[src/rtl/laser_driver_pkg.sv]
// rtl/laser_driver_pkg.sv - shared constants, types and FSM encoding for the LASER host driver
//
// Purpose: common definitions imported by laser_driver and laser_cover_unit.
//   N_OBJ_C   objects per frame fixed by the engine load protocol
//   RAD_SQ    squared coverage radius (radius 4)
//   coord_t   4-bit object / centre coordinate
//   drv_state_t driver FSM states
package laser_driver_pkg;

  localparam int         N_OBJ_C = 40;
  localparam logic [8:0] RAD_SQ  = 9'd16;

  typedef logic [3:0] coord_t;

  typedef enum logic [2:0] {
    ST_LOAD,
    ST_RSTP,
    ST_FEED,
    ST_WAIT,
    ST_SCORE,
    ST_RESULT
  } drv_state_t;

endpackage

[src/rtl/laser_cover_unit.sv]
// rtl/laser_cover_unit.sv - combinational test of one object against two circle centres
//
// Purpose: flags an object lying within radius 4 (squared distance <= 16) of
// either centre. Only instantiated when LASER_DRV_SCORE_EN is defined.
// Ports:
//   px, py    in  4  object coordinates
//   c1x, c1y  in  4  first circle centre
//   c2x, c2y  in  4  second circle centre
//   covered   out 1  object inside at least one circle
module laser_cover_unit
  import laser_driver_pkg::*;
(
  input  logic [3:0] px,
  input  logic [3:0] py,
  input  logic [3:0] c1x,
  input  logic [3:0] c1y,
  input  logic [3:0] c2x,
  input  logic [3:0] c2y,
  output logic       covered
);

  function automatic logic [3:0] abs_diff(input coord_t a, input coord_t b);
    return (a >= b) ? (a - b) : (b - a);
  endfunction

  // Squares are widened to 9 bits before summing so 15^2 + 15^2 cannot wrap.
  function automatic logic [8:0] dist_sq(input coord_t ax, input coord_t ay,
                                         input coord_t bx, input coord_t by);
    logic [8:0] dx;
    logic [8:0] dy;
    dx = 9'(abs_diff(ax, bx));
    dy = 9'(abs_diff(ay, by));
    return (dx * dx) + (dy * dy);
  endfunction

  logic [8:0] d1;
  logic [8:0] d2;

  always_comb begin
    d1      = dist_sq(px, py, c1x, c1y);
    d2      = dist_sq(px, py, c2x, c2y);
    // An object inside both circles still yields a single covered bit.
    covered = (d1 <= RAD_SQ) || (d2 <= RAD_SQ);
  end

endmodule

[src/rtl/laser_driver.sv]
// rtl/laser_driver.sv - buffers a 40-object frame, replays it to the LASER engine and returns the centres
//
// Purpose: LOAD -> RSTP -> FEED -> WAIT -> (SCORE) -> RESULT -> LOAD.
// Optional feature macro: LASER_DRV_SCORE_EN adds the SCORE state and the
// coverage count; without it RES_COUNT is tied to 0.
// Ports:
//   CLK, RST_N                        clock, asynchronous active-low reset
//   LD_VALID, LD_READY, LD_X, LD_Y    upstream object load handshake
//   L_RST, L_X, L_Y                   engine reset and object stream
//   L_C1X, L_C1Y, L_C2X, L_C2Y        engine circle centres
//   L_DONE                            engine completion pulse
//   RES_VALID, RES_READY              result handshake
//   RES_C1X..RES_C2Y, RES_COUNT       captured centres and coverage count
//   RES_TIMEOUT                       engine never signalled DONE
module laser_driver
  import laser_driver_pkg::*;
#(
  parameter int N_OBJ     = N_OBJ_C,
  parameter int TIMEOUT_W = 20
) (
  input  logic       CLK,
  input  logic       RST_N,
  input  logic       LD_VALID,
  output logic       LD_READY,
  input  logic [3:0] LD_X,
  input  logic [3:0] LD_Y,
  output logic       L_RST,
  output logic [3:0] L_X,
  output logic [3:0] L_Y,
  input  logic [3:0] L_C1X,
  input  logic [3:0] L_C1Y,
  input  logic [3:0] L_C2X,
  input  logic [3:0] L_C2Y,
  input  logic       L_DONE,
  output logic       RES_VALID,
  input  logic       RES_READY,
  output logic [3:0] RES_C1X,
  output logic [3:0] RES_C1Y,
  output logic [3:0] RES_C2X,
  output logic [3:0] RES_C2Y,
  output logic [5:0] RES_COUNT,
  output logic       RES_TIMEOUT
);

  localparam int                   PW        = $clog2(N_OBJ);
  localparam logic [PW-1:0]        LAST_IDX  = PW'(N_OBJ - 1);
  // Timeout is taken on the wait cycle whose increment makes the counter all-ones.
  localparam logic [TIMEOUT_W-1:0] WAIT_LAST = {{(TIMEOUT_W-1){1'b1}}, 1'b0};

  drv_state_t           state;
  logic [PW-1:0]        wr_ptr;
  logic [PW-1:0]        rd_ptr;
  logic [PW-1:0]        rd_next;
  logic [TIMEOUT_W-1:0] wait_cnt;
  logic [3:0]           mem_x [0:N_OBJ-1];
  logic [3:0]           mem_y [0:N_OBJ-1];
  logic [3:0]           l_x_q;
  logic [3:0]           l_y_q;
  logic [3:0]           c1x_q, c1y_q, c2x_q, c2y_q;
  logic                 timeout_q;

  assign rd_next = rd_ptr + PW'(1);

  // Frame buffer carries no reset: its contents only matter after a full load.
  always_ff @(posedge CLK) begin
    if (state == ST_LOAD && LD_VALID) begin
      mem_x[wr_ptr] <= LD_X;
      mem_y[wr_ptr] <= LD_Y;
    end
  end

  always_ff @(posedge CLK or negedge RST_N) begin
    if (!RST_N) begin
      state     <= ST_LOAD;
      wr_ptr    <= '0;
      rd_ptr    <= '0;
      wait_cnt  <= '0;
      l_x_q     <= '0;
      l_y_q     <= '0;
      c1x_q     <= '0;
      c1y_q     <= '0;
      c2x_q     <= '0;
      c2y_q     <= '0;
      timeout_q <= 1'b0;
    end else begin
      case (state)
        ST_LOAD: begin
          if (LD_VALID) begin
            if (wr_ptr == LAST_IDX) begin
              wr_ptr <= '0;
              state  <= ST_RSTP;
            end else begin
              wr_ptr <= wr_ptr + PW'(1);
            end
          end
        end
        ST_RSTP: begin
          // Preload object 0 so it is on the bus for the whole first FEED cycle.
          rd_ptr   <= '0;
          wait_cnt <= '0;
          l_x_q    <= mem_x[0];
          l_y_q    <= mem_y[0];
          state    <= ST_FEED;
        end
        ST_FEED: begin
          if (rd_ptr == LAST_IDX) begin
            rd_ptr <= '0;
            state  <= ST_WAIT;
          end else begin
            rd_ptr <= rd_next;
            l_x_q  <= mem_x[rd_next];
            l_y_q  <= mem_y[rd_next];
          end
        end
        ST_WAIT: begin
          wait_cnt <= wait_cnt + TIMEOUT_W'(1);
          if (L_DONE) begin
            c1x_q <= L_C1X;
            c1y_q <= L_C1Y;
            c2x_q <= L_C2X;
            c2y_q <= L_C2Y;
`ifdef LASER_DRV_SCORE_EN
            state <= ST_SCORE;
`else
            state <= ST_RESULT;
`endif
          end else if (wait_cnt == WAIT_LAST) begin
            timeout_q <= 1'b1;
            c1x_q     <= '0;
            c1y_q     <= '0;
            c2x_q     <= '0;
            c2y_q     <= '0;
            state     <= ST_RESULT;
          end
        end
`ifdef LASER_DRV_SCORE_EN
        ST_SCORE: begin
          if (rd_ptr == LAST_IDX) begin
            rd_ptr <= '0;
            state  <= ST_RESULT;
          end else begin
            rd_ptr <= rd_next;
          end
        end
`endif
        ST_RESULT: begin
          if (RES_READY) begin
            wr_ptr    <= '0;
            timeout_q <= 1'b0;
            state     <= ST_LOAD;
          end
        end
        default: state <= ST_LOAD;
      endcase
    end
  end

`ifdef LASER_DRV_SCORE_EN
  logic       covered;
  logic [5:0] res_cnt;

  laser_cover_unit u_cover (
    .px      (mem_x[rd_ptr]),
    .py      (mem_y[rd_ptr]),
    .c1x     (c1x_q),
    .c1y     (c1y_q),
    .c2x     (c2x_q),
    .c2y     (c2y_q),
    .covered (covered)
  );

  // Cleared at the start of every frame, so a timed-out frame reports 0.
  always_ff @(posedge CLK or negedge RST_N) begin
    if (!RST_N) begin
      res_cnt <= '0;
    end else if (state == ST_RSTP) begin
      res_cnt <= '0;
    end else if (state == ST_SCORE) begin
      res_cnt <= res_cnt + 6'(covered);
    end
  end

  assign RES_COUNT = res_cnt;
`else
  assign RES_COUNT = '0;
`endif

  assign LD_READY    = (state == ST_LOAD);
  assign L_RST       = !((state == ST_FEED) || (state == ST_WAIT));
  assign L_X         = l_x_q;
  assign L_Y         = l_y_q;
  assign RES_VALID   = (state == ST_RESULT);
  assign RES_C1X     = c1x_q;
  assign RES_C1Y     = c1y_q;
  assign RES_C2X     = c2x_q;
  assign RES_C2Y     = c2y_q;
  assign RES_TIMEOUT = timeout_q;

endmodule

[config.mk]
export PLATFORM = sky130hd
export DESIGN_NAME = laser_driver
export DESIGN_NICKNAME = d
export VERILOG_FILES = /design/src/rtl/laser_driver_pkg.sv /design/src/rtl/laser_cover_unit.sv /design/src/rtl/laser_driver.sv
export SDC_FILE = /design/constraint.sdc
export NUM_CORES = 1
export LEC_CHECK = 0
export ABC_AREA = 0
export BUFFER_PORTS_ARGS = -buffer_cell sky130_fd_sc_hd__buf_4
export CORE_MARGIN = 5
export CORE_UTILIZATION = 60
export DETAILED_ROUTE_END_ITERATION = 6
export PLACE_DENSITY = 0.78
export SLEW_MARGIN = 5
export SYNTH_ARGS = -nofsm -noshare
export SYNTH_HDL_FRONTEND = slang
export SYNTH_SLANG_ARGS = --single-unit
[constraint.sdc]
create_clock -name CLK -period 4.05 [get_ports CLK]
set_input_delay 0.405 -clock CLK [delete_from_list [all_inputs] [get_ports CLK]]
set_output_delay 0.405 -clock CLK [all_outputs]
set_load 0.03 [all_outputs]
Word level (Yosys, flattened, before mapping)
Memory sizes are Yosys's and may differ from the RTL's.
Cells that the tools add are included.

word-level totals
  input port bits = 29
  logic and storage cells = 74
  output and inout bits = 34
  memories kept = 2
  bits in read-only memories = 0
  bits in latches = 0
  bits in writable memories = 320
  flip-flop bits (word level) = 60

memories
  memory  depth  width  read ports  clocked after Yosys merged registers in  wr ports  line                text
  mem_x   40     4      2           0                                        1         laser_driver.sv:55  logic [3:0] mem_x [0:N_OBJ-1];
  mem_y   40     4      2           0                                        1         laser_driver.sv:56  logic [3:0] mem_y [0:N_OBJ-1];

operators by class
  add/subtract/negate cells = 3
  shift-type cells = 0
  reduce and logical (&&, ||, !) cells = 14
  $lt $le $gt $ge = 0
  equality and inequality tests = 15
  bitwise logic cells = 0
  multipliers = 0
  divide/modulo/power cells = 0
  mux-type cells = 29

operators by type and width
  operator                 number
  $pmux W20 S2             1
  $mux W4                  7
  $mux W6                  4
  $pmux W6 S2              2
  $add A20 B1 Y20 const B  1
  $eq A20 B20 Y1 const B   1
  $mux W3                  6
  $pmux W4 S2              2
  $pmux W3 S5              1
  $add A6 B1 Y6 const B    2
  $eq A6 B6 Y1 const B     2
  $ne A2 B2 Y1 const B     5
  $reduce_bool A2 Y1       5
  $eq A3 B2 Y1 const B     2
  $mux W1                  5
  $reduce_and A5 Y1        1
  $ne A2 B1 Y1 const B     2
  $reduce_and A2 Y1        2
  $reduce_and A4 Y1        1
  $eq A3 B1 Y1 const B     1
  $eq A3 B3 Y1 const B     1
  $logic_not A3 Y1         1
  $ne A3 B3 Y1 const B     1
  $reduce_and A3 Y1        1
  4 further kinds          4

Longest topological paths before layout
Gate-level depths: netlist (run 1).

  depth in word-level cells = 4
  mapped depth = 10
  gate-level depth less buffers = 7

Least setup slack after synthesis (run 1)
No wires, ideal clock.

  path kind = register -> register
  from = register state[0]
  to = memory mem_x[24][0] (enable)
  arrival = 2418 ps
  path slack = 1261 ps
  stages on the path, launching flop included = 7
  path buffers = 2
  clock period less this slack = 2789 ps
  data required time = 3679 ps
  setup time = 371 ps
  path through = dfrtp_1 > clkbuf_1 > nor3_1 > and2_1 > clkbuf_1 > nand3_1 > nor2_1

on the way
  cells in the longest elaborated chain, start to end = 4

ends and longest elaborated chain
  element                        line                 text
  start: declaration             laser_driver.sv:50   drv_state_t state;
  start signal: assignment       laser_driver.sv:74   state <= ST_LOAD;
  start signal: assignment       laser_driver.sv:91   state <= ST_RSTP;
  start signal: assignment       laser_driver.sv:103  state <= ST_FEED;
  $logic_not A3 Y1               --
  net LD_READY                   laser_driver.sv:24   output logic LD_READY,
  $logic_and A1 B1 Y1            laser_driver.sv:66   if (state == ST_LOAD && LD_VALID) begin
  $mux W1                        laser_driver.sv:66
  $mux W1 (implied by the code)  laser_driver.sv:67   mem_x[wr_ptr] <= LD_X;
  end: declaration               laser_driver.sv:55

The timed path passes the listed nets, and every way through them passes these cells.

Worst setup path in the final report (run 1)
  from = register rd_ptr[0]
  to = register l_x_q[3] (netlist: L_X[3])

on the way
  cells in the longest elaborated chain, start to end = 4
  elaborated cells between the ends (all ways) = 7
  those cells by class = 1 x add/sub; 2 x eq/ne; 2 x mux; 1 x reduce/logical; 1 x memory

ends and longest elaborated chain
  element                   line                 text
  start: declaration        laser_driver.sv:52   logic [PW-1:0] rd_ptr;
  start signal: assignment  laser_driver.sv:110  rd_ptr <= rd_next;
  $add A6 B1 Y6             laser_driver.sv:62   assign rd_next = rd_ptr + PW'(1);
  $mem_v2 Z40 W4            --
  $mux W4                   laser_driver.sv:106  if (rd_ptr == LAST_IDX) begin
  $pmux W4 S2               laser_driver.sv:86   case (state)
  end signal: assignment    laser_driver.sv:101  l_x_q <= mem_x[0];
  end signal: assignment    laser_driver.sv:111  l_x_q <= mem_x[rd_next];
  end: declaration          laser_driver.sv:57   logic [3:0] l_x_q;

Several ways; a longest one is shown, not always the timed one. The select of a mux whose other input is x is not followed.
A chain may end at the register's enable or synchronous reset.

==> results of run 1 <==
## placed cells by master (no fill, tap or decap), types with 8 or more instances in the layout
| cell type | instances |
|---|---|
| mux4_2 | 32 |
| nor2_1 | 75 |
| o21ai_0 | 30 |
| a22o_1 | 20 |
| a31oi_1 | 17 |
| a211oi_1 | 17 |
| clkbuf_1 | 9 |
| a32oi_1 | 18 |
| edfxtp_1 | 320 |
| dfrtp_1 | 59 |
| nor2b_1 | 21 |
| a41oi_1 | 9 |
| buf_4 | 68 |
| a21oi_1 | 18 |
| nand2_1 | 223 |
| nand3_1 | 80 |
| or4_1 | 8 |
| clkinv_1 | 9 |
| o22ai_1 | 10 |
| mux2i_1 | 22 |
| clkbuf_16 | 39 |
## final cells by class
| class | instances | area [um^2] |
|---|---|---|
| Inverter | 4 | 15.0 |
| Clock inverter | 17 | 171 |
| Fill cell | 1705 | 8330 |
| Tap cell | 335 | 419 |
| Multi-Input combinational cell | 677 | 4180 |
| Sequential cell | 380 | 11100 |
| Clock buffer | 51 | 1050 |
| Timing Repair Buffer | 71 | 561 |
## power by group through the flow
stage / combinational (mW) / clock (mW) / sequential [mW]
after floorplan: 2.63 / 0 / 4.89
after global placement: 3.86 / 0 / 4.85
after detailed placement: 3.94 / 0 / 4.86
after CTS: 4.00 / 3.46 / 4.78
after global routing: 4.27 / 3.64 / 4.82
final: 4.03 / 3.43 / 4.79
## worst reg2reg max path: stages (launching register included)
cell	delay (ps)
dfrtp_2	620
ha_2	440
xor2_4	570
buf_4	470
mux4_2	390
nor2b_1	160
a211oi_1	510
o22ai_1	170
## per-layer routing
layer	vias up	routed length, um	share of wire
li1	4318	-	-
met1	4813	14100	0.39
met2	509	17200	0.48
met3	72	3230	0.090
met4	0	1380	0.038
met5	-	0	0
## cell families after synthesis
logic type / count (synthesis)
buffers and inverters: 77
AOI/OAI and AO/OA: 158
xor gates and xnor gates: 6
and+or+nand+nor: 449
adders and majority gates: 4
other: 1
muxes: 54
DFF: 380
## path summary, 6_finish.rpt
check / endpoint / slack, ps / startpoint / depth (start not counted)
worst max-delay path: L_X[3] / 560 / rd_ptr[0] / 7
max in group asynchronous: rd_ptr[0] / 2970 / RST_N / 2
worst min register to register: RES_C2X[2] / 500 / RES_C2X[2] / 1
worst min-delay path: state[2] / 80 / RES_READY / 2
worst max register to register: L_X[3] / 560 / rd_ptr[0] / 7
min in group asynchronous: wait_cnt[10] / 520 / RST_N / 2
## per-stage QoR
step / total power [mW] / utilization / instance area, um^2 / std cells
global placement: 8.71 / 0.630 / 16300 / 1466
finish: 12.2 / 0.677 / 17500 / 1535
detailed placement: 8.80 / 0.630 / 16300 / 1466
floorplan: 7.51 / - / 15600 / 1134
CTS: 12.2 / 0.677 / 17500 / 1535
global route: 12.7 / 0.677 / 17500 / 1535
## sequential cells by signal (all words and copies together), names as in the netlist
register / cells
mem_x: 160
RES_C1X: 4
wait_cnt: 20
RES_C2X: 4
RES_C2Y: 4
mem_y: 160
rd_ptr: 6
RES_TIMEOUT: 1
L_X: 4
L_Y: 4
state: 3
wr_ptr: 6
RES_C1Y: 4
==> results.md, run 1 <==
Global routing:
- The layer with the highest usage after global routing is met2.
- The number of global-route vias before repair is 9258.
- For this run, the total global-route usage over all layers was measured as 0.246.
- The initial antenna violation count was 0.
- In the global route stage, met3 resource usage came out at 0.0446.
- The largest net degree at the start of global routing is 88.
- The met2 track demand over resource is 0.389.
- The remaining global-route overflow is 0.
- For this run, global-route usage on met1 was measured as 0.349.
- The wire length of the first global-routing pass is 54.6 mm.

Synth:
- The cell area after technology mapping is 0.0156 mm^2.
- For this run, the leading register cell type out of synthesis is edfxtp_1.
- The share of the synthesized area in the top cell type is 0.617.
- Ranked by total cell area, the synthesized netlist is headed by edfxtp_1, dfrtp_1, nand2_1.
- The largest area contributor in the netlist is edfxtp_1.
- In the synthesized netlist the async set-or-reset flop fraction comes to 0.158.
- After synthesis, the largest family of logic cells by area is simple AND/OR/NAND/NOR gates.
- Of the total synthesized cell area, the portion taken by XOR and XNOR cells is 0.00337.
- The synthesized design contains 380 register bits.
- The simple-gate share of the synthesized area is 0.127.
- The total of warnings raised by yosys is 0.
- Of the total synthesized cell area, the portion taken by full adders, half adders and majority gates is 0.00321.
- After synthesis, the mean cell area works out to 13.8 um^2.
- The most repeated cell in the gate-level netlist after synthesis is edfxtp_1.
- The synthesized instance count is 1129.
- Counting instances in the post-synthesis netlist gives the leading cell types as edfxtp_1, nand2_1, nand3_1.
- The area fraction in compound gates after synthesis is 0.0707.
- Synthesis instantiated 50 different standard cells from the library.
- The portion of the post-synthesis area used by sequential elements is 0.713.
- In this run, synthesis inferred 320 flip-flops with an integrated enable.
- After synthesis, the share of cell area in mux cells is 0.0604.

Power and ir drop:
- The leakage component of the power is 6.00 nW.
- The share of total power dissipated in the clock network is 0.280.
- Summed over all nets, the switching power comes to 4.29 mW.
- The combinational share of power is 0.329.
- The switching portion of total power is 0.350.
- The internal power of the cells totals 7.96 mW.
- IR analysis of the VDD net gives a maximum drop of 0.586 mV.
- The total power per unit cell area is 700 mW/mm^2.
- The fraction of power consumed by sequential logic is 0.391.

Routing:
- Once detail routing completed, the nets flagged for antenna violations numbered 0.
- After detailed routing, the total wire length is 35.9 mm.
- The average vias per placed instance is 6.33.
- After the first detailed-routing iteration, the DRC count stood at 1150.
- The detailed-router iteration count before antenna repair is 6.
- The DRC violation count after routing is 0.
- The number of vias in the routed layout is 9712.
- The mean routed wirelength per cell is 23.4 um.

Layout:
- The number of nets in the finished design is 1205.
- In the final layout, the share of cells above drive strength 1 is 0.136.
- The number of antenna diodes in the final layout is 0.
- The area growth from synthesis to layout is 12.4%.

Setup path:
- STA puts the critical path data required time at 4420 ps.
- The gate family responsible for the most delay along the worst path is compound AO/OA/AOI/OAI gates.
- In this design, the stage delay of the slowest critical-path cell is 620 ps.
- STA classifies the critical path endpoint as a register.
- The critical path start-end classification is reg -> reg.
- The arrival time at the worst endpoint is 3860 ps.
- The slowest stage of the critical path belongs to the cell dfrtp_2.
- Walking the worst path, the cells encountered are ha_2 -> xor2_4 -> buf_4 -> mux4_2 -> nor2b_1 -> a211oi_1 -> o22ai_1.
- The element type at the critical path start is a register.
- The number of buffers and inverters on the critical path is 1.
- Along the worst path, the maximum fanout reaches 29.

Floorplan:
- The initial utilization of the core area, before any placement, comes to 0.603.
- The core area is 0.0258 mm^2.
- The standard-cell row count is 59.
- The count of pins on the block boundary is 63.
- In this run the vertical extent of the chip is 171 um.
- The floorplan step defined a die boundary enclosing 0.0293 mm^2.
- The die is 171 um wide.

Clocking:
- The number of cells upsized or downsized after cts is 0.
- Once the clock tree was built, the setup fixing pass inserted 0 buffers.
- Clock tree synthesis selected as its root buffer the cell clkbuf_16.
- Counting the buffers created by CTS gives 38.
- The insertion delay of the later-clocked pin in the worst-skew pair is 540 ps.
- The number of hold-repair buffers added at the cts stage is 1.
- TritonCTS built the clock tree.
- In this run the deepest clock path goes through 3 buffers.
- The clock input transition at the sequential cells of the worst setup and hold paths is 60 ps.
- The number of levels in the clock H-tree is 2.
- The number of clock sinks seen by CTS is 380.

Timing:
- The max-slew violation count came to 0.
- The final critical-path setup slack is 560 ps.
- On the final layout, the worst clock skew is 28.9 ps.
- The worst relative slew slack is 0.239.
- The post-route clock period utilization is 0.862.
- The final-report hold violation count is 0.
- Setup repair after global routing left no endpoint under its margin.
- The final critical path time including I/O delays and setup is 3490 ps.
- Setup violations remaining at the end of the flow were counted as 0.
- Adding up every negative setup slack in the final design gives 0 ps.
- The worst hold-check slack is 77.0 ps.
- The transition time of the tightest slew-check pin is 1140 ps.
- Derived from the worst setup path, the maximum achievable clock frequency is 287 MHz.

Placed design:
- The detailed placer's ending HPWL is 22.3 mm.
- The count of input and output buffers is 56.
- Prior to clock tree synthesis, the placed netlist has a worst setup slack of 581 ps.
- At the end of routability-driven placement, the weighted congestion stood at 0.883.

Min path:
- The path class of the lowest-slack min-delay path is in -> reg.

Flow run:
- Across the run, the number of max-cap violations was 0.

Run status:
- The flow ran to the end, and the final reports show no timing, DRC or antenna violations.
No activity file was read; power rests on OpenSTA's default activity.
==> run 2: changes to the inputs <==
--- a/config.mk
+++ b/config.mk
@@ -8,10 +8,10 @@
 export ABC_AREA = 0
 export BUFFER_PORTS_ARGS = -buffer_cell sky130_fd_sc_hd__buf_4
 export CORE_MARGIN = 5
-export CORE_UTILIZATION = 60
+export CORE_UTILIZATION = 29
 export DETAILED_ROUTE_END_ITERATION = 6
-export PLACE_DENSITY = 0.78
 export SLEW_MARGIN = 5
 export SYNTH_ARGS = -nofsm -noshare
 export SYNTH_HDL_FRONTEND = slang
+export SYNTH_HIERARCHICAL = 1
 export SYNTH_SLANG_ARGS = --single-unit
==> run 2 against run 1 <==
  * Critical path depth stayed put
  * Setup slack improved by 230 ps
  * Synthesized area unchanged
  * Clock-buffer cell count up 7
  * Sequential share of layout area down 1.8 points
  * Synthesized cell count unchanged
  * Non-clock buffer count is 3 higher
  * Die area up 100%
  * Sequential power fell by 1%
  * First-iteration DRC count decreased by 17%
  * Largest cell class unchanged
  * Largest power group unchanged
==> results.md, run 2 <==
Floorplan:
- The die is 242 um tall.
- The floorplan die width is 242 um.
- For this design the top-level I/O count stands at 63.
- The core area is 0.0535 mm^2.
- The standard-cell row count is 85.
- For this configuration, the core starts out at a cell density of 0.291.
- The floorplan die area is 0.0585 mm^2.

Synth:
- The synthesized netlist occupies a cell area of 0.0156 mm^2.
- For this run, asynchronously set or reset flops after synthesis account for 0.158.
- The number of different library cells in the post-synthesis netlist is 50.
- The share of the Yosys chip area taken by registers is 0.713.
- Of all cell types, the one taking the most synthesized area is edfxtp_1.
- The leading register cell type out of synthesis is edfxtp_1.
- Of the post-synthesis cell area, the dominant cell type holds 0.617.
- The synthesized instance count is 1129.
- The most repeated cell in the gate-level netlist after synthesis is edfxtp_1.
- The synthesized design contains 380 register bits.
- Ranked by total cell area, the synthesized netlist is headed by edfxtp_1, dfrtp_1, nand2_1.
- Counting flops with a built-in enable in the synthesized netlist gives 320.
- The average cell area after synthesis is 13.8 um^2.
- By count the netlist is led by edfxtp_1, nand2_1, nand3_1.
- The Yosys step of the flow raised 6 warnings.

Min path:
- The number of stages on the worst hold path is 2.
- For hold timing, the worst endpoint is state[2].
- The worst min-delay path startpoint is RES_READY.
- The path class of the lowest-slack min-delay path is in -> reg.

Clocking:
- The insertion delay of the later-clocked pin in the worst-skew pair is 570 ps.
- The number of clock sinks seen by CTS is 380.
- The buffer depth of the longest clock path is 3.
- Buffers added to address setup during post-CTS repair amount to 0.
- The CTS tree is built.
- Once the clock tree was built, the resizer swapped 0 gates to a different size.
- The number of hold buffers added after CTS was 1.
- The number of buffers added by the clock tree synthesis step is 40.
- CTS placed an instance of clkbuf_16 at the clock tree root.
- The number of levels in the clock H-tree is 2.
- After clock tree synthesis, the clock-pin slew on the worst setup and hold paths is 60 ps.

Setup path:
- In this run the critical register-to-register path is captured at L_Y[1].
- The critical path is of the reg -> reg type.
- Walking the worst path, the cells encountered are buf_4 -> a21bo_2 -> o22ai_1 -> a32oi_1 -> a31oi_1 -> or4_1 -> o22ai_1.
- Counting both buffers and inverters, the worst setup path holds a total of 1.
- Data on the critical path is required at its endpoint by 4520 ps.
- The number of cell instances on the worst register-to-register path is 7.
- The gate family responsible for the most delay along the worst path is compound AO/OA/AOI/OAI gates.
- The element type at the critical path start is a register.
- In this design, the critical path's most frequently occurring cell is o22ai_1.
- STA puts the critical path data arrival time at 3730 ps.
- The worst reg2reg path startpoint is rd_ptr[0].
- The setup check on the worst reg-to-reg path leaves a slack of 790 ps.
- The largest single stage delay on the critical path is 910 ps.
- The worst setup path is captured at a register.
- The cell type of the slowest stage on the worst timing path is a32oi_1.
- The largest fanout on the critical path is 43.

Power and ir drop:
- In this run the static leakage power is 6.02 nW.
- In this run the power density over the cells is 683 mW/mm^2.
- The total power after layout is 12.3 mW.
- Across the VDD grid, the largest voltage drop is 0.322 mV.

Timing:
- The post-route clock period utilization is 0.805.
- Setup total negative slack on the finished layout was measured at 0 ps.
- Setup repair after global routing left no endpoint under its margin.
- Headroom to the max-slew limit came out at 0.189.
- The setup violation total in the final timing report is 0.
- Clock skew on the completed layout was measured at 28.3 ps.
- The highest achievable clock rate is 307 MHz.
- The worst hold-check slack is 75.3 ps.
- The max-slew violation count is 0.
- The final critical-path setup slack is 792 ps.
- The final-report hold violation count was 0.
- The transition time of the tightest slew-check pin is 1220 ps.
- The final critical path time including I/O delays and setup is 3260 ps.

Layout:
- The layout overhead on the synthesized area is 15.7%.
- The library cell used most frequently in the layout, excluding fill and tap cells, is edfxtp_1.
- The final core utilization is 0.337.
- In the final layout, the share of cells above drive strength 1 is 0.139.
- In the final design database the tool counted 1210 nets.
- The filler cells instantiated in the layout total 5155.
- Summing all non-filler instances in the final layout gives an area of 0.0180 mm^2.
- The antenna diode count is 0.
- The top cell types in the final layout, fill and taps aside, are edfxtp_1, nand2_1, nand3_1.
- The register area is 0.0111 mm^2.
- The count of placed standard cells in the final layout, fillers left out is 1905.
- The largest registers in the layout are mem_x x160, mem_y x160, wait_cnt x20.
- In the final layout, the multi-input gates occupy 0.00418 mm^2.

Routing:
- The starting DRC count in detailed routing is 949.
- The detailed-router iteration count before antenna repair is 5.
- Once detail routing completed, the nets flagged for antenna violations numbered 0.
- After detailed routing, the number of remaining DRC violations is 0.
- The mean routed wirelength per cell is 19.8 um.
- The number of vias in the routed layout is 9493.
- In the routed layout, each cell is associated on average with a via count of 4.98.
- The total length of routed wires is 37.7 mm.

Global routing:
- The number of global-route vias before repair is 9254.
- After global routing, the most crowded layer is met2.
- For this run, global-route usage on met2 was measured as 0.196.
- The initial antenna violation count is 0.
- The global-route total usage across every layer is 0.125.
- For this run the aggregate overflow at the end of global routing stands at 0.
- The met1 track demand over resource is 0.177.
- The first global-routing pass estimated 57.8 mm of wire.
- Entering global routing, the biggest net connects 88 pins.
- The met3 usage is 0.0285.

Run status:
- The run finished with clean final reports.

Placed design:
- Buffers placed on the I/O ports in this run total 56.
- The pre-CTS worst setup slack is 826 ps.
- The congestion estimate from routability-driven global placement came to 0.792.
- The placed instances occupy a cell area of 0.0168 mm^2.
- Once placement completed, the tool counted placed cells totaling 1830.
- Summed over all nets, the half-perimeter wirelength after detailed placement is 23.3 mm.

Flow run:
- The tool flagged a number of max-cap violations equal to 0.
-- run 2: cell counts after synthesis --
No cell type changed its count.
-- run 2: power breakdown --
| group | total (mW) | leakage, nW | internal [mW] | switching, mW |
|---|---|---|---|---|
| clock network | 3.47 | 0.592 | 1.94 | 1.53 |
| registers | 4.73 | 3.64 | 4.47 | 0.253 |
| logic | 4.11 | 1.78 | 1.54 | 2.58 |
| total | 12.3 | 6.02 | 7.95 | 4.36 |
-- run 2: kinds of logic after synthesis --
logic type                 synth area share
DFF                                   0.713
adders and majority gates           0.00321
and+or+nand+nor                       0.127
muxes                                0.0604
other                              0.000241
AOI/OAI and AO/OA                    0.0707
xor gates and xnor gates            0.00337
buffers and inverters                0.0218
-- run 2: area by class of cell --
class,count,area share
flip-flops and latches,380,0.616
multi-input cells,677,0.232
clock buffers,58,0.0598
well taps,696,0.0483
repair buffers,74,0.0337
clock inverters,16,0.00916
inverters,4,0.000833
-- run 2: routing by layer --
| metal | vias up | share of wire |
|---|---|---|
| li1 | 4346 | - |
| met1 | 4720 | 0.44 |
| met2 | 371 | 0.46 |
| met3 | 56 | 0.080 |
| met4 | 0 | 0.022 |
| met5 | - | 0 |
-- run 2: how the worst max path moves through the flow --
stage                    from      endpoint  slack [ps]  depth (start not counted)
floorplan            state[0]  mem_x[24][0]        1260                          6
global placement    rd_ptr[0]        L_X[3]         820                          7
detailed placement  rd_ptr[0]        L_Y[1]         830                          7
CTS                 rd_ptr[0]        L_Y[1]         830                          7
global route        rd_ptr[0]        L_Y[1]         650                          7
finish              rd_ptr[0]        L_Y[1]         790                          7
==> run 3: changes to the inputs <==
==> constraint.sdc (replaced) <==
create_clock -name CLK -period 2.82 [get_ports CLK]
set_input_delay 0.282 -clock CLK [delete_from_list [all_inputs] [get_ports CLK]]
set_output_delay 0.282 -clock CLK [all_outputs]
set_load 0.03 [all_outputs]
==> run 3 against run 2 <==
  * Setup slack got worse by 660 ps
  * Flip-flop and latch count unchanged
  * Worst hold slack improved by 30 ps
  * Sequential share of layout area decreased by 2.6 points
  * Critical endpoint is now L_X[3]
  * Largest cell class unchanged
  * Largest power group unchanged
==> results.md, run 3 (synthesis results as in run 2) <==
Clocking:
- The longest clock path from root to sink contains 3 buffers.
- TritonCTS built the clock tree.
- The cell at the root of the clock tree is clkbuf_16.
- For the worst-skew pair, the clock arrives at the later sink with an insertion delay of 530 ps.
- After clock tree synthesis, the clock-pin slew on the worst setup and hold paths is 60 ps.
- The H-tree generated during clock tree synthesis spans 2 levels.
- The clock net in this run drives a total of 380 sinks.
- Buffers inserted during clock tree synthesis total 41.

Timing:
- The setup violation total in the final timing report is 0.
- At the pin with the least slew margin, the transition time is 825 ps.
- Between clock sinks in the finished design, the worst skew comes to 12.4 ps.
- In the finished design, the share of the clock period the worst path needs comes to 0.954.
- The max-slew violation count is 0.
- Headroom to the max-slew limit came out at 0.450.
- Setup repair after global routing left no endpoint under its margin.
- The highest achievable clock rate is 372 MHz.
- After routing, the total negative slack on setup checks comes to 0 ps.
- Counting I/O delays and the setup requirement, the final critical path takes 2690 ps.
- The final-report hold violation count was 0.

Setup path:
- The endpoint identified for the worst register-to-register timing path is L_X[3].
- For the worst setup path, the data required time is 3270 ps.
- The critical path is of the reg -> reg type.
- The startpoint identified for the worst register-to-register timing path is rd_ptr[1].
- Measured in cells, the most critical reg-to-reg path has a length of 8.
- The critical path ends at L_X[3].
- The arrival time at the worst endpoint is 3140 ps.
- The worst setup path is captured at a register.
- The register-to-register setup slack is 130 ps.
- The element type at the critical path start is a register.
- The timing startpoint of the critical path is rd_ptr[1].
- Of all nets on the critical path, the largest fanout is 17.

Global routing:
- The initial antenna violation count is 0.
- The first global-routing pass estimated 58.8 mm of wire.
- For this run, the total global-route usage over all layers was measured as 0.127.
- The largest net degree at the start of global routing is 67.
- The remaining global-route overflow is 0.
- The number of global-route vias before repair is 9578.

Placed design:
- The count of input and output buffers is 56.
- The HPWL after detailed placement is 23.8 mm.
- The cell area after placement is 0.0172 mm^2.
- The final estimated routing congestion in global placement is 0.828.

Floorplan:
- The die covers 0.0585 mm^2.
- The core region is 0.0535 mm^2.
- In this run the vertical extent of the chip is 242 um.
- Pin placement for this block handled 63 I/O pins.
- The standard-cell row count is 85.
- For this configuration, the core starts out at a cell density of 0.291.
- The floorplan die width is 242 um.

Routing:
- The number of vias in the routed layout is 9749.
- The final layout contains routed wiring with a total length of 38.3 mm.
- In the routed layout, each cell is associated on average with a via count of 4.91.
- The number of antenna-violating nets in the routed design is 0.
- The detailed router finished its first iteration with 853 violations.
- The detailed-router iteration count before antenna repair is 5.
- After detailed routing, the average wire length per cell comes to 19.3 um.
- The DRC violation count after routing is 0.

Layout:
- The number of fillers in the final layout is 5067.
- The antenna diode count is 0.
- The most common cell after layout, fill and taps aside is edfxtp_1.
- The layout overhead on the synthesized area is 20.9%.
- The library cells used most frequently in the layout, excluding fill and tap cells, are edfxtp_1, nand2_1, buf_4.
- The footprint of the multi-input gates is 0.00419 mm^2.
- Of the cells placed in the final design, the portion with a size suffix greater than 1 is 0.187.
- In the final design database the tool counted 1293 nets.
- In the final layout, the registers with the most flip-flops are mem_x x160, mem_y x160, wait_cnt x20.
- In the final layout, flip-flops and latches occupy 0.0111 mm^2.
- The design area is 0.0188 mm^2.

Power and ir drop:
- Power spread over the standard cell area amounts to 980 mW/mm^2.
- The leakage component of the power is 6.52 nW.
- The maximum VDD drop is 0.631 mV.

Min path:
- The path class of the lowest-slack min-delay path is in -> reg.

Run status:
- The run finished with clean final reports.

Flow run:
- The total of max-cap violations is 0.
run 3: final cells by class:
type                       instances  share of cell area
clock buffer                      49              0.0577
timing repair buffer             156              0.0685
inverter                           4            0.000797
sequential                       380               0.590
tap                              696              0.0462
clock inverter                    23              0.0145
multi-input combinational        677               0.222
run 3: worst min path at each step:
stage                         from          end  depth (start not counted)
after floorplan              RST_N       L_X[0]                          0
after global placement       RST_N  wait_cnt[8]                          1
after detailed placement     RST_N  wait_cnt[8]                          1
after CTS                 LD_VALID    wr_ptr[0]                          3
after global routing      LD_VALID    wr_ptr[0]                          3
final                     LD_VALID    wr_ptr[0]                          3
run 3: where the power goes:
group	internal [mW]	switching (mW)
combinational	2.48	3.77
clock	3.30	2.12
sequential	6.42	0.352
run 3: stage by stage:
step | power, mW | utilization | hold slack, ps | setup WS [ps] | cells
finish | 18.5 | 0.352 | 105 | 129 | 1985
global route | 19.4 | 0.352 | 125 | 59.0 | 1985
CTS | 18.5 | 0.351 | 78.4 | 40.7 | 1982
detailed placement | 13.0 | 0.322 | 432 | 30.3 | 1892
global placement | 13.0 | 0.322 | 434 | 93.6 | 1892
floorplan | 10.8 | - | -13.6 | 31.2 | 1134
run 3: worst max-delay path, cell delays in order (launching register included):
cell     delay (ps)
dfrtp_1         460
ha_4            230
xnor2_2         250
buf_4           310
nand2_1          90
a32oi_1         290
a31oi_1         200
or4_1           590
o22ai_1         190
run 3: repair_timing:
| action | CTS | global route |
|---|---|---|
| endpoints found under the hold margin | 77 | 0 |
| buffers inserted | 0 | 1 |
| gates cloned | 0 | 2 |
| hold buffers | 18 | 0 |
| setup endpoints to repair | 1 | 5 |
| resized for setup | 1 | 5 |
run 3: per-layer routing:
layer	vias up	global-route usage	share of wire
li1	4504	-	-
met1	4837	0.181	0.45
met2	348	0.196	0.45
met3	60	0.0273	0.075
met4	0	0.0379	0.029
met5	-	0	0
